$ cat config.mk
export PLATFORM = sky130hd
export DESIGN_NAME = spi_sclk_gen
export DESIGN_NICKNAME = d
export VERILOG_FILES = /design/src/rtl/spi_sclk_gen.sv
export SDC_FILE = /design/constraint.sdc
export NUM_CORES = 1
export LEC_CHECK = 0
export CAP_MARGIN = 30
export CORE_ASPECT_RATIO = 1.2
export CORE_MARGIN = 2
export CORE_UTILIZATION = 52
export CTS_CLUSTER_DIAMETER = 120
export DETAILED_ROUTE_END_ITERATION = 10
export PLACE_DENSITY = 0.78
export SYNTH_ARGS = -nofsm -noshare
export SYNTH_HDL_FRONTEND = slang
export SYNTH_SLANG_ARGS = --single-unit
export TNS_END_PERCENT = 50
$ cat constraint.sdc
create_clock -name clk -period 2.4 [get_ports clk]
set_clock_uncertainty 0.05 [all_clocks]
set_input_delay 0.48 -clock clk [delete_from_list [all_inputs] [get_ports clk]]
set_output_delay 0.48 -clock clk [all_outputs]
set_load 0.005 [all_outputs]
$ cat src/rtl/spi_sclk_gen.sv
// SPI serial-clock and edge-strobe generator: one NBITS-bit frame per accepted start, four SPI modes.
// All outputs are registered. The rate is programmable per frame. Inputs are ignored mid-frame except abort.
module spi_sclk_gen #(
    parameter int DIV_W = 16,
    parameter int NBITS = 8,
    parameter int IDX_W = (NBITS > 1) ? $clog2(NBITS) : 1
) (
    input  logic             clk,
    input  logic             rst,
    input  logic             start,
    input  logic             abort,
    input  logic             cpol,
    input  logic             cpha,
    input  logic [DIV_W-1:0] half_div,
    output logic             busy,
    output logic             sclk,
    output logic             lead_edge,
    output logic             trail_edge,
    output logic             sample_stb,
    output logic             shift_stb,
    output logic [IDX_W-1:0] bit_idx,
    output logic             done
);

    localparam int EDGE_W = $clog2(2*NBITS + 1);
    localparam logic [EDGE_W-1:0] LAST_EDGE = EDGE_W'(2*NBITS);

    typedef enum logic [1:0] {IDLE, RUN, TAIL} state_t;

    state_t             state, state_n;
    logic [DIV_W-1:0]   cnt, cnt_n, div_m1;
    logic [EDGE_W-1:0]  edge_cnt, edge_n;
    logic               cpol_l, cpha_l;
    logic               tc, toggle, latch;
    logic               sclk_n, lead_n, trail_n, sample_n, shift_n, busy_n, done_n;
    logic [IDX_W-1:0]   bit_n;

    always_ff @(posedge clk or posedge rst) begin
        if (rst) begin
            state      <= IDLE;
            cnt        <= '0;
            edge_cnt   <= '0;
            div_m1     <= '0;
            cpol_l     <= 1'b0;
            cpha_l     <= 1'b0;
            sclk       <= 1'b0;
            lead_edge  <= 1'b0;
            trail_edge <= 1'b0;
            sample_stb <= 1'b0;
            shift_stb  <= 1'b0;
            bit_idx    <= '0;
            busy       <= 1'b0;
            done       <= 1'b0;
        end else begin
            state      <= state_n;
            cnt        <= cnt_n;
            edge_cnt   <= edge_n;
            sclk       <= sclk_n;
            lead_edge  <= lead_n;
            trail_edge <= trail_n;
            sample_stb <= sample_n;
            shift_stb  <= shift_n;
            bit_idx    <= bit_n;
            busy       <= busy_n;
            done       <= done_n;
            if (latch) begin
                cpol_l <= cpol;
                cpha_l <= cpha;
                div_m1 <= (half_div == '0) ? '0 : half_div - DIV_W'(1);
            end
        end
    end

    assign tc    = (cnt == div_m1);
    assign latch = (state == IDLE) && start;

    always_comb begin
        state_n = state;
        cnt_n   = cnt;
        edge_n  = edge_cnt;
        toggle  = 1'b0;
        case (state)
            IDLE: begin
                if (start) begin
                    state_n = RUN;
                    cnt_n   = '0;
                    edge_n  = '0;
                end
            end
            RUN: begin
                if (abort) begin
                    state_n = IDLE;
                    cnt_n   = '0;
                end else if (tc) begin
                    cnt_n  = '0;
                    toggle = 1'b1;
                    edge_n = edge_cnt + EDGE_W'(1);
                    if (edge_n == LAST_EDGE) state_n = TAIL;
                end else begin
                    cnt_n = cnt + DIV_W'(1);
                end
            end
            TAIL: begin
                if (abort || tc) begin
                    state_n = IDLE;
                    cnt_n   = '0;
                end else begin
                    cnt_n = cnt + DIV_W'(1);
                end
            end
            default: state_n = IDLE;
        endcase
    end

    // done is registered, so it is raised when the next cycle is the tail's terminal count
    always_comb begin
        sclk_n  = sclk;
        lead_n  = 1'b0;
        trail_n = 1'b0;
        bit_n   = bit_idx;
        busy_n  = (state_n != IDLE);
        done_n  = (state_n == TAIL) && (cnt_n == div_m1);
        case (state)
            IDLE: begin
                sclk_n = cpol;
                bit_n  = '0;
            end
            RUN: begin
                if (abort) begin
                    sclk_n = cpol_l;
                    bit_n  = '0;
                end else if (toggle) begin
                    sclk_n  = ~sclk;
                    lead_n  = edge_n[0];
                    trail_n = ~edge_n[0];
                    if (!edge_n[0] && edge_n != LAST_EDGE) bit_n = bit_idx + IDX_W'(1);
                end
            end
            TAIL: begin
                if (abort) begin
                    sclk_n = cpol_l;
                    bit_n  = '0;
                end else if (tc) begin
                    bit_n = '0;
                end
            end
            default: begin
                sclk_n = 1'b0;
                bit_n  = '0;
            end
        endcase
        sample_n = cpha_l ? trail_n : lead_n;
        shift_n  = cpha_l ? lead_n  : trail_n;
    end

endmodule

==> results of run 1 <==
## placed cells by master (no fill, tap or decap), types with 3 or more instances in the layout
cell / netlist / routed
buf_6: 2 / 4
o31ai_1: 5 / 4
buf_4: 1 / 112
o22ai_1: 6 / 6
nand2_1: 48 / 46
dfrtp_1: 51 / 50
o21ai_1: 22 / 21
nand2b_1: 5 / 4
nor4_2: 5 / 6
clkbuf_8: 0 / 5
nand4_1: 9 / 9
a21oi_1: 12 / 11
xnor2_1: 18 / 16
nor2_1: 34 / 33
nor4_1: 6 / 4
or4_4: 1 / 4
and2_1: 8 / 7
a31oi_1: 5 / 4
o21ai_0: 19 / 19
clkdlybuf4s50_1: 0 / 26
dlymetal6s2s_1: 0 / 5
ha_1: 4 / 3
xor2_1: 24 / 23
nor3_1: 7 / 7
inv_1: 20 / 19
mux2_2: 3 / 4
o211ai_1: 3 / 3
nand3_1: 16 / 14
mux2i_1: 3 / 3
nor2b_1: 6 / 5
## final cells by class
| cell class | instances | area (um^2) |
|---|---|---|
| Clock buffer | 5 | 68.8 |
| Sequential cell | 51 | 1280 |
| Tap cell | 85 | 106 |
| Fill cell | 436 | 1500 |
| Multi-Input combinational cell | 316 | 2140 |
| Timing Repair Buffer | 148 | 1230 |
| Inverter | 20 | 75.1 |
| Clock inverter | 3 | 43.8 |
## per-layer routing
| metal | vias to the layer above | track usage, % | wire (um) | part of all wire, % |
|---|---|---|---|---|
| met5 | - | 0 | 0 | 0 |
| met4 | 0 | 16.8 | 516 | 5.1 |
| met3 | 44 | 4.34 | 614 | 6.0 |
| met2 | 176 | 50.7 | 5210 | 51 |
| met1 | 1720 | 32.7 | 3870 | 38 |
| li1 | 1729 | - | - | - |
## sequential cells by signal, summed over array words and instances, names as in the netlist, 2 cells and up
register,count
bit_idx,3
cnt,16
state,2
edge_cnt,5
div_m1,16
## report_power, final
| part | internal, mW | switching (mW) |
|---|---|---|
| clock | 0.311 | 0.300 |
| combinational | 0.398 | 0.415 |
| sequential | 0.942 | 0.0680 |
| total | 1.65 | 0.783 |
## per-stage QoR
stage | setup WS [ns] | TNS [ns]
4_1_cts | -0.193 | -0.701
3_3_place_gp | -0.353 | -3.58
2_1_floorplan | -0.0707 | -0.0707
5_1_grt | -0.314 | -1.14
3_5_place_dp | -0.433 | -4.85
6_report | -0.207 | -0.709
## critical path: cells and delay by family, from the launching register on
| family | cells | cell delay (ns) |
|---|---|---|
| buffers and inverters | 1 | 0.20 |
| xor gates and xnor gates | 2 | 0.39 |
| and+or+nand+nor | 4 | 1.01 |
| DFF | 1 | 0.42 |
| AOI/OAI and AO/OA | 2 | 0.45 |
## path summary, 6_finish.rpt
check,endpoint,from,slack (ns)
max,done$_DFF_PP0_,div_m1[7]$_DFFE_PP0P_,-0.21
min,div_m1[0]$_DFFE_PP0P_,half_div[0],0.45
max reg2reg,done$_DFF_PP0_,div_m1[7]$_DFFE_PP0P_,-0.21
min reg2reg,cpha_l$_DFFE_PP0P_,cpha_l$_DFFE_PP0P_,0.50
max in group asynchronous,cnt[0]$_DFF_PP0_,rst,1.59
min in group asynchronous,bit_idx[0]$_DFFE_PP0P_,rst,0.46
## what timing repair did
action / CTS / global route
buffers inserted: 6 / 5
setup endpoints to repair: 6 / 20
pin swaps: 14 / 16
resized for setup: 21 / 17
hold endpoints to repair: 0 / 0
## logic make-up (layout without fill, tap and decap cells)
kind of cell,after synthesis,in the layout,synth area share [%]
muxes,7,7,2.17
and+or+nand+nor,163,163,24.6
adders and majority gates,4,4,1.44
DFF,51,51,36.8
xor gates and xnor gates,42,42,10.6
buffers and inverters,45,176,5.56
AOI/OAI and AO/OA,100,100,18.8
==> results.toml, run 1 <==
[clock_network]
clk_pin_slew_worst_paths_ns = 0.10
cts_inserted_buffers = 5
clock_latency_ns = 0.31
cts.sinks = 51
clock_path_buffers = 2
h-tree-depth = 2
cts_tree = "done"
postCtsHoldBufs = 0
root_buffer = "clkbuf_8"

[global_route]
grt_pass1_wl_um = 16600
grt_usage_pct = 28.8
grt_overflow = 0
grt_max_degree = 52
grt_pass1_vias = 3593
antenna_found_initial = 0

[synthesis]
postSynthAreaPerCell_um2 = 8.41
syn_inst = 412
synth_commonest_cells = "51 x dfrtp_1, 48 x nand2_1, 34 x nor2_1, 24 x xor2_1, 22 x o21ai_1"
synth.area.top_cells = "dfrtp_1 37%, xor2_1 6.1%, nand2_1 5.2%"
synth_seq_cells = 51
ys_warn_count = 0
synth_most_common_cell = "dfrtp_1"
ys.flop_type = "dfrtp_1"
ys_types = 60
synth_edf_count = 0
synth_top_area_share_pct = 36.8
synth_top_area_cell = "dfrtp_1"
ys_seq_area_share_pct = 36.8
synth_area_um2 = 3470
async_flop_share_pct = 100
synth_fp_nets = 438

[detailed_routing]
postRouteAntennaNets = 0
wirelength_um = 10200
wire_per_inst_um = 16.3
drtIter0Drc = 251
vias = 3669
drc = 0
dr.pass1.iters = 5
vias_per_cell = 5.84

[timing]
rsz0062_at_grt = "yes"
post-route-min-period_ns = 2.61
fmax_mhz = 384
report.final.slew_viol_count = 0
holdWs_ns = 0.449
fin_ws_ns = -0.207
slew_headroom_pct = 69.1
post-route-period-util_pct = 109
setup_viol = 4
max_slew.worst_pin.slew_ns = 0.459
hold_violations = 0

[layout]
design_area_um2 = 4940
fin_util_pct = 76.7
syn_to_final_growth_pct = 42.7
final_layout_size_suffix_gt1_share_pct = 30.6
antenna_cells = 0
nets = 568
final_cells = 628

[floorplanning]
dieWidth_um = 78.5
coreArea_um2 = 6450
row_count = 32
die_y_um = 93.4
design.die.area_um2 = 7340
num_io_pins = 32
initial_core_util_pct = 53.8

[critical_path]
endpoint_kind = "register"
critPathMaxStageDelay_ns = 0.42
start_kind = "register"
r2r_cells = 9
crit_required_ns = 2.58
crit_arrival_ns = 2.78
crit_fanout = 8
criticalPathCategory = "reg -> reg"
crit_path_top_delay_cell = "dfrtp_1"
timing.critical_path.mode_cell = "nor4_2"
path_cells = "xor2_1 > nor4_2 > nand4_2 > buf_6 > a31o_1 > a22o_4 > xnor2_2 > nand3_2 > nor4_2"

[power]
p_per_area_nw_per_um2 = 492
p_leak_nw = 2.25
ir_drop_uv = 285
p_total_mw = 2.43

[placed_design]
hpwlAfterDp_um = 7600
dpl_cell_area_um2 = 4580
io_buffers = 31
dpl.cell_count = 609
place_congestion = 0.985

[run]
drv_cap = 0

[min_path]
hp-class = "in -> reg"
worstHoldPathCells = 3

[outcome]
status = "finished with violations"
violations = "negative setup slack"
Note: power is estimated with default switching activity, not from simulation.
==> run 2: changes to the inputs <==
- GPL_TIMING_DRIVEN: unset -> 1
==> results of run 2 <==
No change in the layout: final DEF, timing and power equal those of run 1.
==> edit, RTL diff (config.mk and constraints of run 1) <==
Register the output `sample_stb` once more, with the module's reset; this adds one clock of latency there. The other outputs are not delayed to match.
--- a/src/rtl/spi_sclk_gen.sv
+++ b/src/rtl/spi_sclk_gen.sv
@@ -28,4 +28,6 @@
     typedef enum logic [1:0] {IDLE, RUN, TAIL} state_t;
 
+    logic sample_stb_s0;
+
     state_t             state, state_n;
     logic [DIV_W-1:0]   cnt, cnt_n, div_m1;
@@ -47,5 +49,5 @@
             lead_edge  <= 1'b0;
             trail_edge <= 1'b0;
-            sample_stb <= 1'b0;
+            sample_stb_s0 <= 1'b0;
             shift_stb  <= 1'b0;
             bit_idx    <= '0;
@@ -59,5 +61,5 @@
             lead_edge  <= lead_n;
             trail_edge <= trail_n;
-            sample_stb <= sample_n;
+            sample_stb_s0 <= sample_n;
             shift_stb  <= shift_n;
             bit_idx    <= bit_n;
@@ -154,4 +156,12 @@
     end
 
+    always_ff @(posedge clk or posedge rst) begin
+        if (rst) begin
+            sample_stb <= '0;
+        end else begin
+            sample_stb <= sample_stb_s0;
+        end
+    end
+
 endmodule
 
Function: changed (a bounded check fails within 4 cycles, from zero or initial values and one cycle with rst high).
==> edit against run 1 <==
The flow still finishes with violations (negative setup slack); sequential cell count increased by 1; first-iteration DRC count decreased by 28%; worst hold slack got worse by 0.14 ns; via count decreased by 1.1%; power decreased by 3.2%; wire length increased by 2.1%; synthesized cell count increased by 0.24%; area after synthesis increased by 0.72%; non-clock buffer count decreased by 11; worst setup slack improved by 0.0070 ns; design area decreased by 2.6%; critical endpoint unchanged; largest cell class unchanged; highest routed layer unchanged.
==> edit: results (changes against run 1) <==
first-pass GRT wire length 17.1 mm (was 16.6 mm); layout cells sized above 1 27.8% (was 30.6%); CTS H-tree depth 2 (unchanged); Synth area leaders dfrtp_1 37%, xor2_1 6.0%, nand2_1 5.2%, xnor2_1 4.5%, nor2_1 3.7% (was dfrtp_1 37%, xor2_1 6.1%, nand2_1 5.2%, xnor2_1 4.5%, nor2_1 3.7%); Hold WC Path Type flop to flop (was primary input to flop); synth warn 0 (unchanged); final setup vio count 5 (was 4); leakage power total 2.12 nW (was 2.25 nW); total number of vias 3629 (was 3669); sequential cell area fraction in the yosys report 37.3% (was 36.8%); Max-Slew Margin vs Limit 66.1% (was 69.1%); pin count of the biggest net entering global routing 33 (was 52); Final GP Congestion 1.01 (was 0.985); Hold Path Depth 0 (was 3); placed cells 608 (was 609); worst-path maximum fanout 5 (was 8); final setup margin -0.200 ns (was -0.207 ns); synth cell count leaders 52 x dfrtp_1, 48 x nand2_1, 34 x nor2_1 (was 51 x dfrtp_1, 48 x nand2_1, 34 x nor2_1); Detailed Place HPWL 7.95 mm (was 7.60 mm); Max IR drop VDD 383 µV (was 285 µV); Post-Layout Cell Count 617 (was 628); Mapped Nets 439 (was 438); DRT Pass-1 Iters 6 (was 5); dpl ws -0.466 ns (was -0.433 ns); DR iter-0 viols 181 (was 251); failing checks negative setup slack (unchanged); GRT Util Overall 29.7% (was 28.8%); Min Hold Slack 0.309 ns (was 0.449 ns); FF-to-FF path depth 10 (was 9); Mapped Cells 413 (was 412); vias in the first global route 3639 (was 3593); # nets final 558 (was 568); final wirelength 10.4 mm (was 10.2 mm); status finished with violations (unchanged)
## edit: changes by cell type after synthesis
cell / change
dfrtp_1: +1
## edit: worst paths after layout
path                                     from          to
max in group asynchronous                 rst      cnt[9]
worst max register to register         cnt[1]        done
worst max-delay path                   cnt[1]        done
worst min register to register  sample_stb_s0  sample_stb
min in group asynchronous                 rst      cnt[7]
worst min-delay path            sample_stb_s0  sample_stb
## edit: cells by family after synthesis
family	after synthesis	synth area share, %
AOI/OAI and AO/OA	100	18.7
xor gates and xnor gates	42	10.5
muxes	7	2.15
DFF	52	37.3
adders and majority gates	4	1.43
and+or+nand+nor	163	24.4
buffers and inverters	45	5.52
## edit: per-layer routing
layer	GRT usage [%]	up-vias	part of all wire, %
li1	-	1710	-
met1	33.9	1702	38
met2	55.1	173	53
met3	3.65	44	5.4
met4	13.0	0	4.2
met5	0	-	0
## edit: through the flow
step	cell area (µm²)	setup TNS (ns)	utilization [%]
after floorplan	3520	-0.0707	-
after global placement	4590	-3.77	71.2
after detailed placement	4590	-4.72	71.2
after CTS	4740	-1.00	73.6
after global routing	4820	-1.67	74.7
final	4820	-0.848	74.7
## edit: repair_timing
item / 4_1_cts / 5_1_grt
resized for setup: 11 / 18
cloned: 0 / 1
setup buffers: 1 / 0
setup endpoints to repair: 7 / 20
pin swaps: 3 / 1
## edit: area by class of cell
cell class,count,area [µm²]
sequential,52,1300
timing repair buffer,137,1130
tap,85,106
inverter,20,75.1
clock buffer,6,82.6
clock inverter,1,8.76
fill,462,1630
multi-input combinational,316,2110
## edit: power by group through the flow
stage	logic (mW)	clock network, mW	registers [mW]
floorplan	0.401	0	1.05
global placement	0.745	0	1.03
detailed placement	0.770	0	1.04
CTS	0.778	0.536	1.02
global route	0.873	0.556	1.03
finish	0.802	0.530	1.02
